==> config.mk <==
export PLATFORM = sky130hd
export DESIGN_NAME = keypad_scan_fifo
export DESIGN_NICKNAME = d
export VERILOG_FILES = /design/src/rtl/keypad_scan_fifo.sv
export SDC_FILE = /design/constraint.sdc
export NUM_CORES = 1
export LEC_CHECK = 0
export ABC_AREA = 1
export CELL_PAD_IN_SITES_DETAIL_PLACEMENT = 1
export CELL_PAD_IN_SITES_GLOBAL_PLACEMENT = 1
export CORE_UTILIZATION = 41
export CTS_BUF_LIST = sky130_fd_sc_hd__clkbuf_16
export DETAILED_ROUTE_END_ITERATION = 12
export PLACE_DENSITY = 0.81
export SLEW_MARGIN = 20
export SYNTH_ARGS = -nofsm -noshare
export SYNTH_HDL_FRONTEND = slang
export SYNTH_SLANG_ARGS = --single-unit
==> constraint.sdc <==
create_clock -name CLK -period 2.77 [get_ports CLK]
set_input_delay 0.554 -clock CLK [delete_from_list [all_inputs] [get_ports CLK]]
set_output_delay 0.554 -clock CLK [all_outputs]
set_load 0.02 [all_outputs]
==> src/rtl/keypad_scan_fifo.sv <==
// Matrix keypad scanner: one row driven low per step, whole-frame debounce with ghost
// rejection, accepted key codes queued in a FIFO with an interrupt pulse per accepted key.
module keypad_scan_fifo #(
    parameter int unsigned ROWS       = 4,
    parameter int unsigned COLS       = 3,
    parameter int unsigned SCAN_DIV   = 22727,
    parameter int unsigned DEBOUNCE   = 4,
    parameter int unsigned FIFO_DEPTH = 4,
    parameter int unsigned INT_CYCLES = 3,
    localparam int unsigned CODE_W    = $clog2(ROWS * COLS)
) (
    input  logic              CLK,
    input  logic              RST,
    input  logic [COLS-1:0]   COL_IN,
    output logic [ROWS-1:0]   ROW_OUT,
    output logic [CODE_W-1:0] DATA,
    output logic              VALID,
    input  logic              POP,
    output logic              INTERRUPT,
    output logic              OVERFLOW
);
    localparam int unsigned DIV_W  = $clog2(SCAN_DIV);
    localparam int unsigned ROW_W  = $clog2(ROWS);
    localparam int unsigned CNT_W  = $clog2(DEBOUNCE + 1);
    localparam int unsigned PTR_W  = $clog2(FIFO_DEPTH);
    localparam int unsigned FCNT_W = $clog2(FIFO_DEPTH + 1);
    localparam int unsigned INT_W  = $clog2(INT_CYCLES + 1);

    typedef enum logic [1:0] {StIdle, StCand, StHeld} state_e;

    logic [COLS-1:0]   col_meta_q, col_sync_q;
    logic [DIV_W-1:0]  div_q, div_d;
    logic [ROW_W-1:0]  row_q, row_d;
    logic [1:0]        acc_hits_q, acc_hits_d;
    logic [CODE_W-1:0] acc_key_q, acc_key_d;
    state_e            state_q, state_d;
    logic [CODE_W-1:0] key_q, key_d;
    logic [CNT_W-1:0]  cnt_q, cnt_d, rcnt_q, rcnt_d;
    logic              push_req_q, push_req_d;
    logic [CODE_W-1:0] push_code_q, push_code_d;
    logic [PTR_W-1:0]  wr_ptr_q, wr_ptr_d, rd_ptr_q, rd_ptr_d;
    logic [FCNT_W-1:0] count_q, count_d;
    logic              overflow_q, overflow_d;
    logic [INT_W-1:0]  int_cnt_q, int_cnt_d;
    logic [CODE_W-1:0] fifo_mem_q [FIFO_DEPTH];

    logic              tick, frame_end, accept;
    logic [COLS-1:0]   col_low;
    logic [1:0]        row_hits, frame_hits;
    logic [2:0]        hit_sum;
    logic [CODE_W-1:0] row_key, frame_key;
    logic              fifo_empty, fifo_full, pop_en, push_en;

    assign tick      = (div_q == DIV_W'(SCAN_DIV - 1));
    assign frame_end = tick && (row_q == ROW_W'(ROWS - 1));
    assign col_low   = ~col_sync_q;

    // Low-bit count saturates at 2: the frame only needs to tell none / one / many.
    always_comb begin
        row_hits = 2'd0;
        row_key  = '0;
        for (int unsigned c = 0; c < COLS; c++) begin
            if (col_low[c]) begin
                if (row_hits == 2'd0) row_key = CODE_W'(row_q * COLS + c);
                if (row_hits != 2'd2) row_hits = row_hits + 2'd1;
            end
        end
        hit_sum    = {1'b0, acc_hits_q} + {1'b0, row_hits};
        frame_hits = (hit_sum >= 3'd2) ? 2'd2 : hit_sum[1:0];
        frame_key  = (acc_hits_q != 2'd0) ? acc_key_q : row_key;
    end

    always_comb begin
        div_d      = tick ? '0 : div_q + DIV_W'(1);
        row_d      = row_q;
        acc_hits_d = acc_hits_q;
        acc_key_d  = acc_key_q;
        if (tick) begin
            row_d      = (row_q == ROW_W'(ROWS - 1)) ? '0 : row_q + ROW_W'(1);
            acc_hits_d = frame_end ? 2'd0 : frame_hits;
            acc_key_d  = frame_end ? '0 : frame_key;
        end
    end

    always_comb begin
        state_d = state_q;
        key_d   = key_q;
        cnt_d   = cnt_q;
        rcnt_d  = rcnt_q;
        accept  = 1'b0;
        if (frame_end) begin
            unique case (state_q)
                StIdle: begin
                    if (frame_hits == 2'd1) begin
                        key_d = frame_key;
                        cnt_d = CNT_W'(1);
                        if (DEBOUNCE == 1) begin
                            accept  = 1'b1;
                            state_d = StHeld;
                            rcnt_d  = '0;
                        end else begin
                            state_d = StCand;
                        end
                    end
                end
                StCand: begin
                    if (frame_hits == 2'd1 && frame_key == key_q) begin
                        if (32'(cnt_q) + 32'd1 == DEBOUNCE) begin
                            accept  = 1'b1;
                            state_d = StHeld;
                            rcnt_d  = '0;
                        end else begin
                            cnt_d = cnt_q + CNT_W'(1);
                        end
                    end else if (frame_hits == 2'd1) begin
                        key_d = frame_key;
                        cnt_d = CNT_W'(1);
                    end else begin
                        state_d = StIdle;
                    end
                end
                StHeld: begin
                    if (frame_hits == 2'd0) begin
                        if (32'(rcnt_q) + 32'd1 == DEBOUNCE) begin
                            state_d = StIdle;
                            rcnt_d  = '0;
                        end else begin
                            rcnt_d = rcnt_q + CNT_W'(1);
                        end
                    end else begin
                        rcnt_d = '0;
                    end
                end
                default: state_d = StIdle;
            endcase
        end
        push_req_d  = accept;
        push_code_d = accept ? key_d : push_code_q;
    end

    // A push into a full FIFO still succeeds when the same cycle pops the head.
    always_comb begin
        fifo_empty = (count_q == '0);
        fifo_full  = (count_q == FCNT_W'(FIFO_DEPTH));
        pop_en     = POP && !fifo_empty;
        push_en    = push_req_q && (!fifo_full || pop_en);
        overflow_d = overflow_q || (push_req_q && fifo_full && !pop_en);
        wr_ptr_d   = push_en ? wr_ptr_q + PTR_W'(1) : wr_ptr_q;
        rd_ptr_d   = pop_en ? rd_ptr_q + PTR_W'(1) : rd_ptr_q;
        count_d    = count_q;
        if (push_en && !pop_en) count_d = count_q + FCNT_W'(1);
        if (pop_en && !push_en) count_d = count_q - FCNT_W'(1);
        if (push_en)                 int_cnt_d = INT_W'(INT_CYCLES);
        else if (int_cnt_q != '0)    int_cnt_d = int_cnt_q - INT_W'(1);
        else                         int_cnt_d = '0;
    end

    always_ff @(posedge CLK) begin
        if (RST) begin
            col_meta_q  <= '1;
            col_sync_q  <= '1;
            div_q       <= '0;
            row_q       <= '0;
            acc_hits_q  <= 2'd0;
            acc_key_q   <= '0;
            state_q     <= StIdle;
            key_q       <= '0;
            cnt_q       <= '0;
            rcnt_q      <= '0;
            push_req_q  <= 1'b0;
            push_code_q <= '0;
            wr_ptr_q    <= '0;
            rd_ptr_q    <= '0;
            count_q     <= '0;
            overflow_q  <= 1'b0;
            int_cnt_q   <= '0;
        end else begin
            col_meta_q  <= COL_IN;
            col_sync_q  <= col_meta_q;
            div_q       <= div_d;
            row_q       <= row_d;
            acc_hits_q  <= acc_hits_d;
            acc_key_q   <= acc_key_d;
            state_q     <= state_d;
            key_q       <= key_d;
            cnt_q       <= cnt_d;
            rcnt_q      <= rcnt_d;
            push_req_q  <= push_req_d;
            push_code_q <= push_code_d;
            wr_ptr_q    <= wr_ptr_d;
            rd_ptr_q    <= rd_ptr_d;
            count_q     <= count_d;
            overflow_q  <= overflow_d;
            int_cnt_q   <= int_cnt_d;
        end
    end

    always_ff @(posedge CLK) begin
        if (push_en) fifo_mem_q[wr_ptr_q] <= push_code_q;
    end

    assign ROW_OUT   = ~(ROWS'(1) << row_q);
    assign VALID     = !fifo_empty;
    assign DATA      = fifo_empty ? '0 : fifo_mem_q[rd_ptr_q];
    assign INTERRUPT = (int_cnt_q != '0);
    assign OVERFLOW  = overflow_q;

endmodule
==> impl.org <==
** Outcome
- Status :: finished with violations
- The checks that failed: design-rule violations.

** Synthesis
- In the synthesized netlist the dominant register cell turns out to be dfxtp_1.
- Synthesis produced a netlist with a net count of 507.
- Number of enable flip-flop cells after synthesis :: 16
- The biggest area contributor in the post-synthesis netlist is dfxtp_1.
- Number of standard cells after synthesis :: 478
- Mean instance size in the synthesized netlist :: 7.85 um2
- Yosys warns :: 0
- Synthesis inferred 74 register bits.
- Register area share after synthesis :: 43.7%
- In the post-synthesis netlist, the biggest area contributors are dfxtp_1 31%, edfxtp_1 13%, inv_1 7.4%.
- Top cells by count, synth :: 74 x inv_1, 73 x nand2_1, 64 x nor2_1, 58 x dfxtp_1, 30 x a21oi_1
- Post-synth cell types :: 35
- Summing every instance area after synthesis gives 3750 um2.
- After synthesis, the largest area contributor takes up 30.9% of total cell area.
- After synthesis, the share of flip-flops with an asynchronous set or reset is 0%.
- Most frequently used cell type in the post-synthesis netlist :: inv_1

** Placement
- Buffers placed on the I/O ports in this run total 16.
- Routability-driven placement finished with a final weighted congestion of 0.897.
- Post-detail-place hpwl :: 6800 um

** STA
- Worst slew pin tran :: 640 ps
- Summed over all failing endpoints, the final setup total negative slack is 0 ps.
- Final Max Slew Viols :: 0
- Final Hold Viols :: 0
- Setup violations remaining at the end of the flow were counted as 0.
- The clock arrives with 10.3 ps of skew.
- Headroom to the max-slew limit came out at 57.3%.
- The worst path uses 93.6% of the clock period.
- Fmax achieved :: 386 MHz
- The routed design could run at a clock period as short as 2590 ps.
- Final hold analysis gives a worst-case slack of 414 ps.
- Setup repair after global routing left no endpoint under its margin.

** Detailed routing
- Final ANT Viol Nets :: 0
- Routed wire length :: 9360 um
- DRC violation count after routing :: 6
- WL/cell :: 15.1 um
- Via count :: 3,246
- DRT Pass-1 Iters :: 8
- Violation count after the first detailed-route iteration :: 129
- Vias per cell :: 5.23

** Setup path
- Following the worst setup path forward leads to its endpoint at push_code_q[1]$_SDFFE_PP0P_.
- Highest net fanout along the worst path :: 6
- For the worst setup path, the data required time is 2990 ps.
- Worst setup startpoint :: col_sync_q[1]$_SDFF_PP1_
- STA classifies the critical path startpoint as a flop.
- Reg-to-Reg Start :: col_sync_q[1]$_SDFF_PP1_
- Terminus of the critical flop-to-flop path :: push_code_q[1]$_SDFFE_PP0P_
- Crit end category :: flop
- Cells on worst reg2reg path :: 14
- The critical path is of the flop to flop type.
- STA puts the critical path data arrival time at 2810 ps.
- For flop-to-flop paths, the worst setup slack is 180 ps.

** GRT
- Wire length of the first global-routing pass :: 15,900 um
- The number of antenna violations at the first check in global routing is 0.
- For this run, the total global-route usage over all layers was measured as 21.4%.
- Pin count of the biggest net entering global routing :: 20
- Overflow left after global routing :: 0
- The number of global-route vias before repair was 3,364.

** Power
- The worst-case IR drop observed on VDD is 0.304 mV.
- Summed over all cells, the static leakage comes to 0.00180 uW.
- For this design the ratio of total power to cell area is 581 nW/um2.

** Floorplan
- The floorplan has 34 rows.
- Number of top-level pins :: 17
- Die extent in x :: 97.7 um
- Area enclosed by the die boundary :: 9540 um2
- Once the floorplan was initialized, standard cells occupied 42.6% of the core.
- Die height :: 97.7 um
- Placeable core region :: 8810 um2

** Cells and area
- Filler Cell Count :: 1,083
- Net total in the final layout :: 537
- Fin util :: 50.2%
- The repair_antennas step left the layout with diodes totalling 0.
- Share of cells above drive strength 1 :: 11.5%
- Relative to the synthesized area, the layout overhead comes to 17.7%.

** CTS
- Count of H-tree levels built during CTS :: 3
- Clock-pin slew was measured on the worst setup and hold paths at 60 ps.
- Clock tree synthesis found a total of 74 sinks.
- Number of setup buffers added after CTS :: 0
- Number of buffers created by CTS :: 9
- Clock network latency to the later pin of the worst-skew pair :: 340 ps
- The clock passes through at most 2 buffers.
- CTS tree :: built
- The root buffer cell chosen for the clock tree is clkbuf_16.

** Run
- Max-cap violations in this run came to 0.

** Min path
- The min-delay analysis places its worst path in the category flop to flop.
-- worst max-delay path: stages, from the launching register on --
cell and delay [ps]:
dfxtp_2 360, inv_1 80, ha_1 270, nand2_1 50, nand2_1 80, ha_1 140
inv_1 50, fa_1 480, nand2_1 90, nor2_2 120, inv_2 100, nor2_4 130
nand4_4 150, nor3b_1 280, nor2_1 90
-- stage by stage --
stage	setup WS [ps]	area, um2	power (uW)	std cells
floorplan	61.0	3750	1310	478
detailed placement	45.8	4080	1420	604
global placement	164	4080	1410	604
global route	15.8	4420	2670	621
finish	177	4420	2570	621
CTS	33.7	4380	2590	620
-- layout make-up --
cell class	count	area (um2)	share of cell area, %
multi-input cells	322	1830	41.5
flip-flops and latches	74	1640	37.2
inverters	78	293	6.63
clock buffers	9	225	5.10
repair buffers	23	213	4.81
well taps	108	135	3.06
clock inverters	7	77.6	1.76
-- cell usage in the layout, fill, tap and decap left out, drive strengths merged --
cell / Yosys / layout
and2: 2 / 2
o21ai: 28 / 28
and3: 1 / 1
or2: 7 / 7
clkdlybuf4s50: 0 / 16
dfxtp: 58 / 58
a21oi: 30 / 30
nand2: 81 / 81
nand3: 28 / 28
edfxtp: 16 / 16
clkinv: 1 / 6
o21a: 1 / 1
xnor2: 1 / 1
a31oi: 1 / 1
inv: 77 / 78
xor2: 5 / 5
nor3: 8 / 8
nor4: 3 / 3
ha: 21 / 21
o22ai: 7 / 7
o221ai: 4 / 4
bufinv: 0 / 1
a32o: 1 / 1
fa: 2 / 2
nor3b: 5 / 5
buf: 2 / 7
clkbuf: 3 / 9
nor2: 73 / 73
a211oi: 3 / 3
nand4: 9 / 10
-- logic make-up after synthesis --
kind of cell	count (synthesis)	share of synthesized area, %
AOI/OAI and AO/OA	75	11.1
and+or+nand+nor	217	27.3
xor gates and xnor gates	6	1.40
DFF	74	43.7
buffers and inverters	83	8.37
adders and majority gates	23	8.07
-- power by group --
part | internal, uW | switching [uW]
Clock | 703 | 462
Combinational | 107 | 158
Sequential | 1120 | 20.4
-- registers in the layout, summed over array words and instances, names as in the netlist, named ones only --
signal	cells
fifo_mem_q	16
div_q	15
acc_key_q	4
key_q	4
push_code_q	4
cnt_q	3
col_meta_q	3
col_sync_q	3
count_q	3
rcnt_q	3
acc_hits_q	2
int_cnt_q	2
rd_ptr_q	2
row_q	2
state_q	2
wr_ptr_q	2
OVERFLOW	1
push_req_q	1
-- per-layer routing --
layer	global-route usage [%]	share of wire (%)
met3	5.11	3.1
met1	24.6	43
met4	6.88	1.3
met5	0	0
met2	38.7	52
-- worst min-delay path by stage --
stage | start | slack [ps] | to | depth (start not counted)
global placement | col_meta_q[1]$_SDFF_PP1_ | 390 | col_sync_q[1]$_SDFF_PP1_ | 1
finish | col_meta_q[0]$_SDFF_PP1_ | 410 | col_sync_q[0]$_SDFF_PP1_ | 1
global route | col_meta_q[0]$_SDFF_PP1_ | 430 | col_sync_q[0]$_SDFF_PP1_ | 1
floorplan | col_meta_q[0]$_SDFF_PP1_ | 390 | col_sync_q[0]$_SDFF_PP1_ | 1
CTS | col_meta_q[0]$_SDFF_PP1_ | 410 | col_sync_q[0]$_SDFF_PP1_ | 1
detailed placement | col_meta_q[0]$_SDFF_PP1_ | 400 | col_sync_q[0]$_SDFF_PP1_ | 1
-- repair_timing --
action | CTS | global route
hold buffers | 0 | 0
resized for setup | 0 | 8
setup endpoints to repair | 0 | 13
No activity file was read; power rests on OpenSTA's default activity.
